--- src/rtl/casex_log_pkg.sv ---
// Shared types and helpers for the casex result logger: legal result codes,
// tracker state encoding and the legality check.
package casex_log_pkg;

  localparam logic [3:0] RES_ZERO = 4'b0000;
  localparam logic [3:0] RES_ONE  = 4'b0001;
  localparam logic [3:0] RES_TWO  = 4'b0010;

  typedef enum logic {
    IDLE,
    TRACK
  } track_state_e;

  // Uses ==, so any X/Z bit makes the result unknown and the caller's
  // if/else falls through to the illegal branch.
  function automatic logic is_legal(input logic [3:0] code);
    return (code == RES_ZERO) || (code == RES_ONE) || (code == RES_TWO);
  endfunction

endpackage

--- src/rtl/casex_log_fifo.sv ---
// Synchronous FIFO with a combinational head read. The caller decides
// legality: it never pushes when full unless it pops in the same cycle.
module casex_log_fifo #(
  parameter int DEPTH = 4,
  parameter int WIDTH = 12
) (
  input  logic             clk,
  input  logic             reset,
  input  logic             push,
  input  logic [WIDTH-1:0] push_data,
  input  logic             pop,
  output logic             full,
  output logic             empty,
  output logic [WIDTH-1:0] head
);

  localparam int AW = $clog2(DEPTH);

  logic [WIDTH-1:0] mem [DEPTH];
  logic [AW:0]      wr_ptr;
  logic [AW:0]      rd_ptr;

  // NOTE: sequential state is written with non-blocking assignments so every
  // flop samples its inputs from before the edge, independent of block order.
  always_ff @(posedge clk) begin
    if (reset) begin
      wr_ptr <= '0;
      rd_ptr <= '0;
    end else begin
      if (push) wr_ptr <= wr_ptr + (AW+1)'(1);
      if (pop)  rd_ptr <= rd_ptr + (AW+1)'(1);
    end
  end

  // NOTE: storage is deliberately not reset; clearing the pointers is enough
  // to make old contents unreachable, and it keeps the array a plain RAM.
  always_ff @(posedge clk) begin
    if (push) mem[wr_ptr[AW-1:0]] <= push_data;
  end

  // Extra pointer bit tells full from empty when the indices coincide.
  assign empty = (wr_ptr == rd_ptr);
  assign full  = (wr_ptr[AW] != rd_ptr[AW]) &&
                 (wr_ptr[AW-1:0] == rd_ptr[AW-1:0]);
  assign head  = mem[rd_ptr[AW-1:0]];

endmodule

--- src/rtl/casex_result_logger.sv ---
// Consumes casex decode results: filters repeats, timestamps changes into a
// FIFO, counts accepted results and flags illegal codes and lost entries.
module casex_result_logger
  import casex_log_pkg::*;
#(
  parameter int DEPTH = 4,
  parameter int TS_W  = 8,
  parameter int CNT_W = 8
) (
  input  logic             clk,
  input  logic             reset,
  input  logic [3:0]       in_code,
  input  logic             in_valid,
  output logic             out_valid,
  input  logic             out_ready,
  output logic [3:0]       out_code,
  output logic [TS_W-1:0]  out_ts,
  output logic [CNT_W-1:0] cnt_zero,
  output logic [CNT_W-1:0] cnt_one,
  output logic [CNT_W-1:0] cnt_two,
  output logic             illegal_seen,
  output logic             overflow
);

  localparam int EW = 4 + TS_W;

  track_state_e    state_q, state_d;
  logic [3:0]      last_q, last_d;
  logic [TS_W-1:0] ts_q;

  logic          accept;
  logic          illegal;
  logic          pop;
  logic          push;
  logic          drop;
  logic          fifo_full;
  logic          fifo_empty;
  logic [EW-1:0] fifo_head;

  // NOTE: every signal driven here gets a default first, so no path through
  // the branches leaves it unassigned and no latch is inferred.
  always_comb begin
    accept  = 1'b0;
    illegal = 1'b0;
    state_d = state_q;
    last_d  = last_q;
    if (in_valid) begin
      if (is_legal(in_code)) begin
        if (state_q == IDLE || in_code != last_q) accept = 1'b1;
      end else begin
        illegal = 1'b1;
      end
    end
    if (accept) begin
      state_d = TRACK;
      last_d  = in_code;
    end
  end

  // A full FIFO can still take an entry when the head leaves in the same cycle.
  assign pop  = !fifo_empty && out_ready;
  assign push = accept && (!fifo_full || pop);
  assign drop = accept && fifo_full && !pop;

  always_ff @(posedge clk) begin
    if (reset) begin
      state_q <= IDLE;
      last_q  <= RES_ZERO;
      ts_q    <= '0;
    end else begin
      state_q <= state_d;
      last_q  <= last_d;
      ts_q    <= ts_q + TS_W'(1);
    end
  end

  always_ff @(posedge clk) begin
    if (reset) begin
      cnt_zero     <= '0;
      cnt_one      <= '0;
      cnt_two      <= '0;
      illegal_seen <= 1'b0;
      overflow     <= 1'b0;
    end else begin
      if (illegal) illegal_seen <= 1'b1;
      if (drop)    overflow     <= 1'b1;
      if (accept) begin
        case (in_code)
          RES_ZERO: if (cnt_zero != '1) cnt_zero <= cnt_zero + CNT_W'(1);
          RES_ONE:  if (cnt_one  != '1) cnt_one  <= cnt_one  + CNT_W'(1);
          RES_TWO:  if (cnt_two  != '1) cnt_two  <= cnt_two  + CNT_W'(1);
          default: ;
        endcase
      end
    end
  end

  casex_log_fifo #(
    .DEPTH (DEPTH),
    .WIDTH (EW)
  ) u_fifo (
    .clk       (clk),
    .reset     (reset),
    .push      (push),
    .push_data ({in_code, ts_q}),
    .pop       (pop),
    .full      (fifo_full),
    .empty     (fifo_empty),
    .head      (fifo_head)
  );

  // The RAM head is stale when empty, so the outputs are forced to zero.
  assign out_valid = !fifo_empty;
  assign out_code  = fifo_empty ? 4'b0000 : fifo_head[EW-1 -: 4];
  assign out_ts    = fifo_empty ? '0 : fifo_head[TS_W-1:0];

endmodule

--- config.mk ---
export PLATFORM = sky130hd
export DESIGN_NAME = casex_result_logger
export DESIGN_NICKNAME = d
export VERILOG_FILES = /design/src/rtl/casex_log_pkg.sv /design/src/rtl/casex_log_fifo.sv /design/src/rtl/casex_result_logger.sv
export SDC_FILE = /design/constraint.sdc
export NUM_CORES = 1
export LEC_CHECK = 0
export BUFFER_PORTS_ARGS = -buffer_cell sky130_fd_sc_hd__buf_2
export CAP_MARGIN = 20
export CORE_MARGIN = 5
export CORE_UTILIZATION = 45
export CTS_CLUSTER_SIZE = 30
export DETAILED_ROUTE_END_ITERATION = 16
export PLACE_DENSITY = 0.6
export SLEW_MARGIN = 20
export SYNTH_ARGS = -nofsm -noshare
export SYNTH_HDL_FRONTEND = slang
export SYNTH_SLANG_ARGS = --single-unit
export TNS_END_PERCENT = 50
--- constraint.sdc ---
create_clock -name clk -period 2.65 [get_ports clk]
set_input_delay 0.1325 -clock clk [delete_from_list [all_inputs] [get_ports clk]]
set_output_delay 0.1325 -clock clk [all_outputs]
set_load 0.03 [all_outputs]
==> results of run 1 <==
-- registers in the layout, summed over array words and instances (netlist names), named ones only --
signal	count
u_fifo.mem	48
cnt_one	8
cnt_two	8
cnt_zero	8
ts_q	8
last_q	4
u_fifo.rd_ptr	3
u_fifo.wr_ptr	3
illegal_seen	1
overflow	1
state_q	1
-- power groups by stage --
stage	logic (mW)	clock network (mW)	registers, mW
after CTS	0.214	0.981	1.58
final	0.209	0.944	1.58
after floorplan	0.153	0	1.61
after global placement	0.210	0	1.61
after global routing	0.230	1.04	1.58
after detailed placement	0.214	0	1.61
-- logic make-up after synthesis --
group / share of synthesized area
and+or+nand+nor: 0.171
DFF: 0.587
AOI/OAI and AO/OA: 0.0611
xor gates and xnor gates: 0.0644
buffers and inverters: 0.0148
muxes: 0.0740
adders and majority gates: 0.0278
-- worst max path at each step --
stage	to	slack, ns	depth (start not counted)	from
3_3_place_gp	u_fifo.mem[1][3]	0.57	5	in_code[3]
3_5_place_dp	u_fifo.mem[0][4]	0.50	5	in_code[3]
5_1_grt	out_code[0]	0.32	4	flop
6_report	out_code[0]	0.47	4	flop
2_1_floorplan	u_fifo.mem[0][0]	0.83	4	u_fifo.wr_ptr[1]
4_1_cts	out_code[0]	0.40	4	flop
-- metrics by stage --
stage | setup WS, ns | cell area [um2]
floorplan | 0.835 | 4060
global placement | 0.575 | 4400
detailed placement | 0.500 | 4400
CTS | 0.401 | 4600
global route | 0.321 | 4600
finish | 0.471 | 4600
-- cell usage after synthesis, drive strengths merged, types with 2 or more instances --
| cell | count | area share |
|---|---|---|
| nand4 | 5 | 0.0092 |
| o211a | 2 | 0.0049 |
| a21oi | 12 | 0.018 |
| nand2 | 13 | 0.012 |
| and3 | 11 | 0.017 |
| nor2 | 36 | 0.033 |
| inv | 5 | 0.0046 |
| o211ai | 2 | 0.0037 |
| ha | 9 | 0.028 |
| and4b | 2 | 0.0049 |
| nor4b | 2 | 0.0074 |
| edfxtp | 48 | 0.36 |
| xor2 | 16 | 0.036 |
| o21ai | 5 | 0.0071 |
| a211oi | 4 | 0.0086 |
| or4 | 3 | 0.0056 |
| clkbuf | 6 | 0.0056 |
| o31ai | 2 | 0.0037 |
| nor4 | 3 | 0.0062 |
| xnor2 | 13 | 0.028 |
| mux4 | 12 | 0.067 |
| or3 | 2 | 0.0031 |
| buf | 4 | 0.0046 |
| or3b | 2 | 0.0049 |
| and3b | 2 | 0.0043 |
| dfxtp | 47 | 0.23 |
| nand3 | 16 | 0.020 |
| and2 | 15 | 0.023 |
| and4 | 2 | 0.0043 |
| mux2i | 3 | 0.0074 |
| nor2b | 4 | 0.0062 |
| nor3 | 5 | 0.0062 |
-- final cells by class --
class / count / area, um2 / area share
clock buffers: 10 / 128 / 0.0277
clock inverters: 6 / 68.8 / 0.0150
inverters: 5 / 18.8 / 0.00408
multi-input cells: 212 / 1620 / 0.351
flip-flops and latches: 95 / 2380 / 0.518
well taps: 108 / 135 / 0.0294
repair buffers: 49 / 253 / 0.0549
-- critical path: stages (launching register included) --
cell     delay, ns
dfxtp_1       0.56
buf_4         0.27
mux4_2        0.51
and2_1        0.17
buf_2         0.17
-- layer usage --
metal / vias to the layer above / GRT usage / routed length, um
li1: 1285 / - / -
met1: 1258 / 0.198 / 3600
met2: 55 / 0.221 / 3690
met3: 10 / 0.0253 / 315
met4: 0 / 0.0630 / 118
met5: - / 0 / 0
==> flow_summary.toml, run 1 <==
[cells_and_area]
fin_util = 0.525
num-nets-final = 389
layout_commonest_cell = "edfxtp_1"
stdcell_count = 485
fillers = 783
diodes = 0
layout_common_cells = "edfxtp_1 (48), dfxtp_1 (47), buf_2 (46), nor2_1 (36), nand3_1 (16)"
syn_to_final_growth_pct = 13.4
drive_gt1_frac = 0.231

[clocking]
path_clk_slew_ns = 0.09
cts_root_buf = "clkbuf_8"
cts_setup_buffers = 0
clk_latency_ns = 0.35
clock-sinks = 95
cts.repair.resized = 0
cts.htree.levels = 3
numCtsBuffers = 9
clockBufferDepth = 2
cts_hold_buf = 0
cts_tree = "built"

[synth]
ys_ff_latch = 95
synth_cells = 322
synth_fp_nets = 339
ys_async_sr_fraction = 0
synth_edf_count = 48
ys_seq_area_frac = 0.587
ys_warn_count = 0
ys.flop_type = "edfxtp_1"
syn_area_um2 = 4060
avgSynthCellArea_um2 = 12.6
yosysUniqueCellTypes = 50

[timing]
drv_slew = 0
rsz0062_at_grt = "false"
period_share = 0.822
hold_viol_final = 0
finClkSkew_ns = 0.0104
finalSetupTns_ns = 0
timing.fmax_mhz = 459
slew_headroom = 0.433
finalCriticalPeriod_ns = 2.18
hold_slack_ns = 0.0489
tightest_slew_ns = 0.850
finalSetupViolCount = 0

[power]
power_frac_clock = 0.346
ir_drop_v = 0.000256
total_power_mw = 2.73
p_comb_frac = 0.077
switching_share = 0.239
p_seq_frac = 0.578
p_sw_mw = 0.653
power.internal_mw = 2.08
cellPowerDensity_nw_per_um2 = 593
p_leak_nw = 1.74

[global_route]
grt_pass1_wl_um = 12600
grt_use_total = 0.143
overflow = 0
grt_pass1_vias = 2569
grt_antenna_before_repair = 0
grt_max_degree = 47

[critical_path]
cp.arrival_ns = 2.05
crit_path_max_fanout = 7
r2r-start = "u_fifo.wr_ptr[1]"
reg2reg_slack_ns = 0.59
r2r-end = "u_fifo.mem[0][7]"
worstPathRequired_ns = 2.52
worstSetupEndpointType = "output pin"
worstSetupPathType = "reg -> out"
reg2regPathDepth = 4
cp-start-kind = "flop"

[route]
vias = 2608
vias_per_cell = 5.38
final_antenna_net_count = 0
routed_wl_um = 7730
wl_per_cell_um = 15.9
drtIter0Drc = 50
drt_first_pass_iters = 5
drcViolationCount = 0

[place]
placed_cells = 469
gp_routability_congestion = 0.766
io_buffers = 46
hpwlAfterDp_um = 5320

[floorplan]
core-area_um2 = 8760
dieArea_um2 = 11000
initial_core_util = 0.463
num_rows = 34
ios = 47
fp.dieH_um = 105
die_w_um = 105

[worst_hold_path]
hp-start = "in_valid"
min_to = "illegal_seen"
holdPathStages = 3
hp-class = "in -> reg"

[run]
maxCapViolCount = 0

[status]
status = "completed"
Power figures use the tool's default switching activity.
==> run 2, diff against run 1 <==
- PLACE_DENSITY: 0.6 -> 0.63
- clock period: 2.65 -> 1.78 ns (I/O delays scaled with it)
==> flow_summary.toml, run 2 (synthesis results as in run 1) <==
[timing]
hold_viol_final = 0
period_share = 1.01
tightest_slew_ns = 0.368
layout_setup_ws_ns = -0.0206
finalCriticalPeriod_ns = 1.80
finalSetupTns_ns = -0.140
slew_headroom = 0.754
rsz0062_at_grt = "true"
finalSetupViolCount = 14
drv_slew = 0
finClkSkew_ns = 0.00928
timing.fmax_mhz = 555

[status]
violations = "setup timing"
status = "finished with violations"

[floorplan]
die_w_um = 105
core-area_um2 = 8760
fp.dieH_um = 105
dieArea_um2 = 11000
initial_core_util = 0.463
num_rows = 34
ios = 47

[power]
power.internal_mw = 3.09
p_seq_frac = 0.558
p_comb_frac = 0.110
ir_drop_v = 0.000484
cellPowerDensity_nw_per_um2 = 831
switching_share = 0.262
p_sw_mw = 1.10
p_leak_nw = 1.94
power_frac_clock = 0.332
total_power_mw = 4.19

[cells_and_area]
diodes = 0
layout_commonest_cell = "edfxtp_1"
layout_common_cells = "edfxtp_1 (48), dfxtp_1 (43), nor2_1 (36), buf_2 (34), buf_4 (28)"
largest_reg_flops = 48
drive_gt1_frac = 0.349
num-nets-final = 419
fin_area_um2 = 5050
syn_to_final_growth_pct = 24.5

[global_route]
grt_max_degree = 21
overflow = 0
grt_antenna_before_repair = 0
grt_pass1_vias = 2789
grt_use_total = 0.152
grt_pass1_wl_um = 13600

[route]
drcViolationCount = 0
vias_per_cell = 5.34
drtIter0Drc = 73
drt_first_pass_iters = 5
final_antenna_net_count = 0
routed_wl_um = 8160
wl_per_cell_um = 15.8
vias = 2752

[critical_path]
crit_slowest_cell = "or3b_4"
crit_chain = "xnor2_4 -> or3b_4 -> and2_4 -> buf_6"
cp.arrival_ns = 1.71
cp_top_family = "simple AND/OR/NAND/NOR gates"
worstSetupEndpointType = "output pin"
startpoint = "u_fifo.rd_ptr[2]"
worstPathRequired_ns = 1.69
r2r-start = "u_fifo.wr_ptr[1]"
crit_path_max_fanout = 7
critPathMaxStageDelay_ns = 0.47
cp-start-kind = "flop"
critPathBufInv = 1
worstSetupPathType = "reg -> out"

[place]
dp_worst_setup_slack_ns = -0.0863
placed_area_um2 = 4630
hpwlAfterDp_um = 5680
gp_routability_congestion = 0.773
io_buffers = 46

[clocking]
cts_hold_buf = 0
cts.htree.levels = 3
clock-sinks = 95
clk_latency_ns = 0.36
clockBufferDepth = 2
cts_root_buf = "clkbuf_8"
cts_tree = "built"
path_clk_slew_ns = 0.10
numCtsBuffers = 9

[run]
maxCapViolCount = 0

[worst_hold_path]
hp-start = "in_valid"
hp-class = "in -> reg"
[run 2: changes by cell type in the layout (fill, tap and decap cells not counted), sizes merged]
cell	change
buf	+29
clkbuf	-1
or3b	+1
bufinv	-1
clkinvlp	+1
inv	+2
clkinv	-1
[run 2: per-stage QoR]
stage | utilization | cells | hold slack [ns]
after floorplan | - | 322 | 0.188
after global placement | 0.529 | 496 | 0.442
after detailed placement | 0.529 | 496 | 0.447
after CTS | 0.567 | 514 | 0.0599
after global routing | 0.576 | 515 | 0.0821
final | 0.576 | 515 | 0.0795
[run 2: layer usage]
metal  vias up  routed length (um)  global-route usage
li1       1344                   -                   -
met1      1338                3920               0.212
met2        58                3750               0.233
met3        12                 340              0.0388
met4         0                 138              0.0511
met5         -                   0                   0
[run 2: layout make-up]
| cell class | instances | area (um2) |
|---|---|---|
| clock buffers | 9 | 124 |
| inverters | 5 | 18.8 |
| fillers | 751 | 3710 |
| repair buffers | 78 | 594 |
| flip-flops and latches | 95 | 2390 |
| clock inverters | 7 | 73.8 |
| multi-input cells | 213 | 1710 |
| well taps | 108 | 135 |
[run 2: path summary, 6_finish.rpt]
path                      end  slack, ns  cells past startpoint
max               out_code[2]      -0.02                      4
min              illegal_seen       0.08                      4
max reg2reg  u_fifo.mem[3][6]      -0.01                      5
min reg2reg      illegal_seen       0.50                      2
[run 2: worst register-to-register path, delay by kind of cell, from the launching register on]
kind / cells / cell delay (ns)
flip-flops: 1 / 0.35
AO/OA/AOI/OAI: 1 / 0.15
AND/OR/NAND/NOR: 1 / 0.58
XOR/XNOR: 1 / 0.19
buffers and inverters: 2 / 0.30
[run 2: timing repair]
item	4_1_cts	5_1_grt
endpoints found under the hold margin	0	0
buffers inserted	1	0
pin swaps	1	7
endpoints found under the setup margin	61	60
gates cloned	1	1
gates resized for setup	39	17
[run 2: power groups by stage]
| stage | clock network [mW] | registers, mW | logic, mW |
|---|---|---|---|
| after floorplan | 0 | 2.39 | 0.228 |
| after global placement | 0 | 2.39 | 0.363 |
| after detailed placement | 0 | 2.39 | 0.366 |
| after CTS | 1.44 | 2.34 | 0.438 |
| after global routing | 1.52 | 2.35 | 0.496 |
| final | 1.39 | 2.34 | 0.461 |
